$ cat src/rtl/lstm_gate_sched_if.sv
// Request/result and engine-control bundle between the LSTM gate requesters, the
// shared dot_prod engine and lstm_gate_sched; slave modport is the scheduler side.
interface lstm_gate_sched_if #(
    parameter int NGATE    = 4,
    parameter int NROW     = 16,
    parameter int BITWIDTH = 18
);
    localparam int SW = $clog2(NGATE);
    localparam int VW = NROW * BITWIDTH;

    logic [NGATE-1:0] req;
    logic [NGATE-1:0] grant;
    logic [SW-1:0]    gate_sel;
    logic             eng_reset;
    logic             eng_ready;
    logic [VW-1:0]    eng_vector;
    logic [NGATE-1:0] done;
    logic [VW-1:0]    res_data;
    logic [SW-1:0]    res_gate;
    logic             busy;
    logic             err;

    modport master (
        output req, eng_ready, eng_vector,
        input  grant, gate_sel, eng_reset, done, res_data, res_gate, busy, err
    );

    modport slave (
        input  req, eng_ready, eng_vector,
        output grant, gate_sel, eng_reset, done, res_data, res_gate, busy, err
    );
endinterface

$ cat src/rtl/lstm_gate_sched.sv
// Round-robin owner of the shared dot_prod engine: grant, restart engine, capture result, strobe done.
// Latency: req->grant 1, grant->eng_reset low ENG_RST_CYC, eng_ready->done 1 cycle.
// Backpressure: req is level-held until done; optional RUN watchdog under LSTM_SCHED_TIMEOUT_EN.
module lstm_gate_sched #(
    parameter int NGATE       = 4,
    parameter int NROW        = 16,
    parameter int BITWIDTH    = 18,
    parameter int ENG_RST_CYC = 2,
    parameter int TIMEOUT     = 1024
) (
    input  logic              clk,
    input  logic              reset,
    lstm_gate_sched_if.slave  bus
);
    localparam int SW = $clog2(NGATE);
    localparam int VW = NROW * BITWIDTH;
    localparam int RW = $clog2(ENG_RST_CYC) + 1;
    localparam logic [NGATE-1:0] ONE = NGATE'(1);

    typedef enum logic [1:0] {IDLE, RST, RUN, DONE} state_t;

    state_t           state;
    logic [SW-1:0]    rr_ptr;
    logic [RW-1:0]    rst_cnt;
    logic [NGATE-1:0] grant_q;
    logic [SW-1:0]    gate_sel_q;
    logic             eng_reset_q;
    logic [NGATE-1:0] done_q;
    logic [VW-1:0]    res_data_q;
    logic [SW-1:0]    res_gate_q;
    logic             busy_q;
    logic             timed_out;

    logic [SW-1:0]    pick;
    logic [SW-1:0]    idx;

    // Scan from the farthest offset down so the nearest requester at/after rr_ptr wins.
    always_comb begin
        pick = rr_ptr;
        idx  = '0;
        for (int i = NGATE - 1; i >= 0; i--) begin
            idx = rr_ptr + SW'(i);
            if (bus.req[idx]) pick = idx;
        end
    end

`ifdef LSTM_SCHED_TIMEOUT_EN
    localparam int TW = $clog2(TIMEOUT) + 1;
    logic [TW-1:0] to_cnt;
    logic          err_q;

    assign timed_out = (to_cnt == TW'(TIMEOUT - 1));

    // Held at zero outside RUN, so it restarts from zero on every RUN entry.
    always_ff @(posedge clk or negedge reset) begin
        if (!reset) begin
            to_cnt <= '0;
            err_q  <= 1'b0;
        end else begin
            to_cnt <= (state == RUN) ? to_cnt + TW'(1) : '0;
            if (state == RUN && !bus.eng_ready && timed_out) err_q <= 1'b1;
        end
    end

    assign bus.err = err_q;
`else
    assign timed_out = 1'b0;
    assign bus.err   = 1'b0;
`endif

    always_ff @(posedge clk or negedge reset) begin
        if (!reset) begin
            state       <= IDLE;
            rr_ptr      <= '0;
            rst_cnt     <= '0;
            grant_q     <= '0;
            gate_sel_q  <= '0;
            eng_reset_q <= 1'b1;
            done_q      <= '0;
            res_data_q  <= '0;
            res_gate_q  <= '0;
            busy_q      <= 1'b0;
        end else begin
            done_q <= '0;
            case (state)
                IDLE: begin
                    eng_reset_q <= 1'b1;
                    if (|bus.req) begin
                        grant_q    <= ONE << pick;
                        gate_sel_q <= pick;
                        rst_cnt    <= '0;
                        busy_q     <= 1'b1;
                        state      <= RST;
                    end
                end
                RST: begin
                    if (rst_cnt == RW'(ENG_RST_CYC - 1)) begin
                        eng_reset_q <= 1'b0;
                        state       <= RUN;
                    end else begin
                        rst_cnt <= rst_cnt + RW'(1);
                    end
                end
                RUN: begin
                    if (bus.eng_ready) begin
                        res_data_q  <= bus.eng_vector;
                        res_gate_q  <= gate_sel_q;
                        done_q      <= ONE << gate_sel_q;
                        eng_reset_q <= 1'b1;
                        state       <= DONE;
                    end else if (timed_out) begin
                        // Abandon the job without touching the captured result.
                        done_q      <= ONE << gate_sel_q;
                        eng_reset_q <= 1'b1;
                        state       <= DONE;
                    end
                end
                DONE: begin
                    grant_q <= '0;
                    rr_ptr  <= gate_sel_q + SW'(1);
                    busy_q  <= 1'b0;
                    state   <= IDLE;
                end
                default: state <= IDLE;
            endcase
        end
    end

    assign bus.grant     = grant_q;
    assign bus.gate_sel  = gate_sel_q;
    assign bus.eng_reset = eng_reset_q;
    assign bus.done      = done_q;
    assign bus.res_data  = res_data_q;
    assign bus.res_gate  = res_gate_q;
    assign bus.busy      = busy_q;
endmodule

$ cat src/flat_wrapper.sv
// flat-port wrapper written by rule: the top's interface ports become plain ports
module lstm_gate_sched_flat 
#(
    parameter int NGATE       = 4,
    parameter int NROW        = 16,
    parameter int BITWIDTH    = 18,
    parameter int ENG_RST_CYC = 2,
    parameter int TIMEOUT     = 1024
)
  (clk, reset, bus_req, bus_eng_ready, bus_eng_vector, bus_grant, bus_gate_sel, bus_eng_reset, bus_done, bus_res_data, bus_res_gate, bus_busy, bus_err);
  lstm_gate_sched_if #(.NGATE(NGATE), .NROW(NROW), .BITWIDTH(BITWIDTH)) bus_i ();
  input  logic clk;
  input  logic reset;
  input wire logic [$bits(bus_i.req)-1:0] bus_req;
  input wire logic [$bits(bus_i.eng_ready)-1:0] bus_eng_ready;
  input wire logic [$bits(bus_i.eng_vector)-1:0] bus_eng_vector;
  output wire logic [$bits(bus_i.grant)-1:0] bus_grant;
  output wire logic [$bits(bus_i.gate_sel)-1:0] bus_gate_sel;
  output wire logic [$bits(bus_i.eng_reset)-1:0] bus_eng_reset;
  output wire logic [$bits(bus_i.done)-1:0] bus_done;
  output wire logic [$bits(bus_i.res_data)-1:0] bus_res_data;
  output wire logic [$bits(bus_i.res_gate)-1:0] bus_res_gate;
  output wire logic [$bits(bus_i.busy)-1:0] bus_busy;
  output wire logic [$bits(bus_i.err)-1:0] bus_err;
  assign bus_i.req = bus_req;
  assign bus_i.eng_ready = bus_eng_ready;
  assign bus_i.eng_vector = bus_eng_vector;
  assign bus_grant = bus_i.grant;
  assign bus_gate_sel = bus_i.gate_sel;
  assign bus_eng_reset = bus_i.eng_reset;
  assign bus_done = bus_i.done;
  assign bus_res_data = bus_i.res_data;
  assign bus_res_gate = bus_i.res_gate;
  assign bus_busy = bus_i.busy;
  assign bus_err = bus_i.err;
  lstm_gate_sched #(.NGATE(NGATE), .NROW(NROW), .BITWIDTH(BITWIDTH), .ENG_RST_CYC(ENG_RST_CYC), .TIMEOUT(TIMEOUT)) u_core (.clk(clk), .reset(reset), .bus(bus_i));
endmodule
$ cat config.mk
export PLATFORM = sky130hd
export DESIGN_NAME = lstm_gate_sched_flat
export DESIGN_NICKNAME = d
export VERILOG_FILES = /design/src/rtl/lstm_gate_sched_if.sv /design/src/rtl/lstm_gate_sched.sv /design/src/flat_wrapper.sv
export SDC_FILE = /design/constraint.sdc
export NUM_CORES = 1
export LEC_CHECK = 0
export ABC_AREA = 1
export BUFFER_PORTS_ARGS = -buffer_cell sky130_fd_sc_hd__buf_2
export CAP_MARGIN = 20
export CORE_AREA = 8 8 226 228
export DETAILED_ROUTE_END_ITERATION = 12
export DIE_AREA = 0 0 234 236
export SLEW_MARGIN = 20
export SYNTH_ARGS = -nofsm -noshare
export SYNTH_HDL_FRONTEND = slang
export SYNTH_SLANG_ARGS = --single-unit
$ cat constraint.sdc
create_clock -name clk -period 2.1 [get_ports clk]
set_clock_uncertainty 0.15 [all_clocks]
set_input_delay 0.315 -clock clk [delete_from_list [all_inputs] [get_ports clk]]
set_output_delay 0.315 -clock clk [all_outputs]
set_load 0.02 [all_outputs]
# Word level (Yosys, flattened, before mapping)
# Cells that the tools add are included.
word_totals:
  register_bits: 308
  latch_bits: 0
  romBits: 0
  memories: 0
  ramBits: 0
  elab_cells: 68
op_classes:
  n_shift: 2
  add_sub_neg: 5
  order_cmp: 4
  mux: 28
  multipliers: 0
  reduce_logical: 11
  div: 0
  eq_ne: 8
  bitwise_logic: 0
ops:
  columns: ["op", "count"]
  rows:
  - ["two-way mux 2 bit", 9]
  - ["< comparator 2 x 3 -> 1 bit, second input constant", 4]
  - ["two-way mux 4 bit", 3]
  - ["AND reduction 3 bit", 3]
  - ["binary-select mux 1 bit (select 2 bit)", 4]
  - ["case mux 2 bit (4 select lines)", 1]
  - ["case mux 4 bit (2 select lines)", 1]
  - ["left shift 1 x 2 -> 4 bit, first input constant", 2]
  - ["two-way mux 1 bit", 7]
  - ["adder 2 x 1 -> 2 bit, second input constant", 3]
  - ["AND reduction 2 bit", 3]
  - ["adder 2 bit, second input constant", 2]
  - ["== test 2 x 1 -> 1 bit, second input constant", 2]
  - ["== test 2 bit, second input constant", 2]
  - ["!= test 2 x 1 -> 1 bit, second input constant", 2]
  - ["!= test 2 bit, second input constant", 2]
  - ["case mux 2 bit (2 select lines)", 1]
  - ["nonzero test 2 bit", 2]
  - ["OR reduction 4 bit", 1]
  - ["case mux 1 bit (3 select lines)", 1]
  - ["nonzero test 3 bit", 1]
  - ["zero test 2 bit", 1]
  - ["case mux 1 bit (2 select lines)", 1]

# Longest topological paths before layout
depth:
  depth_word: 10
  mapped_depth: 12
  ltp_nobuf: 12

# Worst setup path after synthesis
# No wires, ideal clock.
synth_timing:
  path_kind: "flip-flop to flip-flop"
  from: "register u_core.state[0]"
  to: "register u_core.res_data_q[225], in the netlist u_core.bus.res_data[225]"
  stages_incl_launch_ff: 7
  required_ns: 1.825
  path_buffers: 2
  arrival_ns: 1.431
  path_slack_ns: 0.394
  period_less_slack_ns: 1.706
  path_cell_list: "dfrtp_1 -> inv_1 -> ha_1 -> nand2_2 -> buf_6 -> buf_4 -> mux2_2"
synth_between:
  elab_chain_len: 2
synth_rtl:
  columns: ["item", "line", "text"]
  rows:
  - ["start: declaration", "lstm_gate_sched.sv:22", "state_t state;"]
  - ["start signal: assignment", "lstm_gate_sched.sv:73", "state <= IDLE;"]
  - ["start signal: assignment", "lstm_gate_sched.sv:93", "state <= RST;"]
  - ["start signal: assignment", "lstm_gate_sched.sv:99", "state <= RUN;"]
  - ["== test 2 bit", "lstm_gate_sched.sv:85", "case (state)"]
  - ["AND reduction 2 bit (no line)", null, null]
  - ["end signal: assignment", "lstm_gate_sched.sv:106", "res_data_q <= bus.eng_vector;"]
  - ["end: declaration", "lstm_gate_sched.sv:29", "logic [VW-1:0] res_data_q;"]
# No other way between the ends.
# A chain may end at the register's enable or synchronous reset.

# Worst setup path in the final report
layout_timing:
  from: "register u_core.state[0]"
  to: "register u_core.res_data_q[192], in the netlist u_core.bus.res_data[192]"
# Same word-level chain as after synthesis.

==> results.json <==
{
  "ys_top_cells_by_count": "dfrtp_1, mux2_1, mux2_2",
  "holdPathEnd": "u_core.bus.res_data[15]",
  "reg2reg_slack_ns": 0.1,
  "end_kind": "register",
  "yosysSeqAreaShare": 0.6435,
  "dr_wl_met3_mm": 2.797,
  "synthFlopType": "dfrtp_1",
  "slew_headroom": 0.6285,
  "vias": 9587,
  "hold_class": "in2reg",
  "synth_top_area_frac": 0.6413,
  "clock_sink_count": 308,
  "peakVddDrop_v": 0.0009948,
  "cts_tree": "done",
  "rsz0062_at_grt": "true",
  "synth.ff_latch_count": 308,
  "async_reset_ff_frac": 1.000,
  "hp-start": "bus_eng_ready",
  "max_stage_delay_ns": 0.40,
  "cpMaxStageDelayCell": "dfrtp_1",
  "slew_viol_final": 0,
  "ios": 598,
  "drtAntennaViolNets": 0,
  "io_buffer_count": 596,
  "grt_pass1_vias": 11130,
  "hold-worst-slack_ns": 0.2037,
  "postSynthAreaPerCell_um2": 15.66,
  "worstHoldPathCells": 3,
  "synth_edf_count": 0,
  "fill_cells": 4329,
  "setup_viol": 0,
  "grt_max_degree": 65,
  "crit_arrival_ns": 2.25,
  "crit_chain": "inv_1, ha_1, nand2_8, buf_16, mux2_1",
  "met1Wirelength_mm": 15.20,
  "avgViaCountPerCell": 4.115,
  "cts_buffer_depth": 3,
  "place_ws_ns": 0.06912,
  "cts-buffers-inserted": 37,
  "drtIter0Drc": 237,
  "synth.area.top_cells": "dfrtp_1, mux2_1, mux2_2, buf_6, nand2_1",
  "synth_fa_ha_area_frac": 0.01044,
  "cts_root_buf": "clkbuf_16",
  "fp.dieH_um": 236,
  "reg2reg_to": "u_core.bus.res_data[192]",
  "cp_data_required_time_ns": 2.35,
  "register_area_um2": 7709,
  "yosysTopAreaCell": "dfrtp_1",
  "drive_above_1_share": 0.4393,
  "fin_nets": 1990,
  "period_share": 0.9532,
  "dieWidth_um": 234,
  "firstDrtPassIters": 6,
  "reg2reg_depth": 5,
  "synth_nets": 1070,
  "rows": 80,
  "fin_ws_ns": 0.09836,
  "die_area_um2": 55220,
  "post-route-min-period_ns": 2.002,
  "r2r_start": "u_core.state[0]",
  "route.detailed.drc": 0,
  "yosysMostFrequentCell": "dfrtp_1",
  "cellLeakagePower_nw": 9.659,
  "synth_area_um2": 11980,
  "synth_top_family_by_area": "multiplexers",
  "drv_cap": 0,
  "yosys_warnings": 0,
  "worstSetupPathType": "reg2reg",
  "clock.fmax_mhz": 499.6,
  "start_util": 0.2530,
  "gp_congestion": 0.8466,
  "synth.area.mux_share": 0.2717,
  "cp-start-kind": "register",
  "outcome": "finished, final reports clean",
  "path_clk_slew_ns": 0.06,
  "grt_usage": 0.1435,
  "hpwl_mm": 29.54,
  "finalHoldViolCount": 0,
  "worstPathMaxFanout": 46,
  "core-area_um2": 47350,
  "wl_per_cell_um": 17.56,
  "grt_pass1_wl_mm": 62.96,
  "grt_antenna_before_repair": 4,
  "worst_pin_slew_ns": 0.5573,
  "gr-total-overflow": 0,
  "multiInputGateArea_um2": 3831,
  "synth_compound_area_frac": 0.008356,
  "met2_length_mm": 21.31,
  "synth_simple_gate_area_frac": 0.02789,
  "highest_layer": "met5",
  "synth_xor_area_frac": 0,
  "synth.distinct_cells": 24,
  "cts_max_level": 2,
  "fin_util": 0.4177,
  "area_growth_pct": 65.10,
  "worstSkewPairLatency_ns": 0.52,
  "p_per_area_nw_per_um2": 1500,
  "drt_wl_total_mm": 40.91,
  "syn_inst": 765
}
worst max path at each step:
stage,start,end,slack (ns),depth (start not counted)
finish,u_core.state[0],u_core.bus.res_data[192],0.1,5
CTS,u_core.state[0],u_core.bus.res_data[120],0.05,5
floorplan,u_core.state[0],u_core.bus.res_data[225],0.39,6
global route,u_core.state[0],u_core.bus.res_data[3],-0.004,5
detailed placement,u_core.state[0],u_core.bus.res_data[120],0.07,5
global placement,u_core.state[0],u_core.bus.res_data[278],0.11,5
stage by stage:
stage	area, um2	std cells	TNS, ns	total power, mW
2_1_floorplan	11980	765	0	18.33
3_3_place_gp	15720	1971	0	23.04
3_5_place_dp	15720	1971	0	23.38
4_1_cts	19750	2326	0	30.01
5_1_grt	19780	2330	-0.003850	31.43
6_report	19780	2330	0	29.67
cell families after synthesis:
logic type,Yosys count
AO/OA/AOI/OAI,17
other,1
multiplexers,289
adder cells (fa/ha/maj),10
AND/OR/NAND/NOR,77
buffers and inverters,63
flip-flops,308
final cells by class:
class                           instances  area share
Antenna cell                            3   0.0003796
Clock buffer                           59     0.05517
Clock inverter                          7    0.002594
Inverter                               29    0.005504
Multi-Input combinational cell        394      0.1937
Sequential cell                       308      0.3898
Tap cell                              615     0.03891
Timing Repair Buffer                  915      0.3140
metal layers:
layer	up-vias	GRT usage
li1	4473	-
met1	4668	0.1513
met2	352	0.2633
met3	92	0.03961
met4	2	0.06046
met5	-	0
power by group:
| part | switching [mW] | total (mW) | internal, mW |
|---|---|---|---|
| Clock | 2.44 | 6.00 | 3.57 |
| Sequential | 1.67 | 10.6 | 8.96 |
| Combinational | 7.88 | 13.0 | 5.17 |
layout by cell type (no fill, tap or decap), drive strengths merged:
cell         netlist  layout
buf               34     626
dfrtp            307     307
dlygate4sd3        0     289
mux2             289     289
clkbuf             0      59
nand2             54      54
inv               29      30
o21ai             14      14
ha                10      10
nor2               9       9
nand3              7       7
clkinv             0       4
diode              0       3
nand4              3       3
a21oi              3       3
nor3               2       2
clkinvlp           0       2
or2                1       1
nand3b             1       1
conb               1       1
dfstp              1       1
critical path, delay by kind of cell, from the launching register on:
kind                     cells  cell delay, ns
adder cells (fa/ha/maj)      1            0.29
AND/OR/NAND/NOR              1            0.24
multiplexers                 1            0.37
flip-flops                   1            0.40
buffers and inverters        2            0.38
state kept, by name, indices dropped and copies added (netlist names), 2 cells and up:
register	flops
u_core.bus.done	4
u_core.bus.gate_sel	2
u_core.bus.grant	4
u_core.bus.res_data	288
u_core.bus.res_gate	2
u_core.rr_ptr	2
u_core.rst_cnt	2
u_core.state	2
timing repair:
| item | CTS | global route |
|---|---|---|
| gates resized for setup | 0 | 2 |
| buffers inserted | 0 | 1 |
| hold buffers | 289 | 0 |
| hold endpoints to repair | 335 | 0 |
| setup endpoints to repair | 0 | 32 |
No activity file was read; power rests on OpenSTA's default activity.
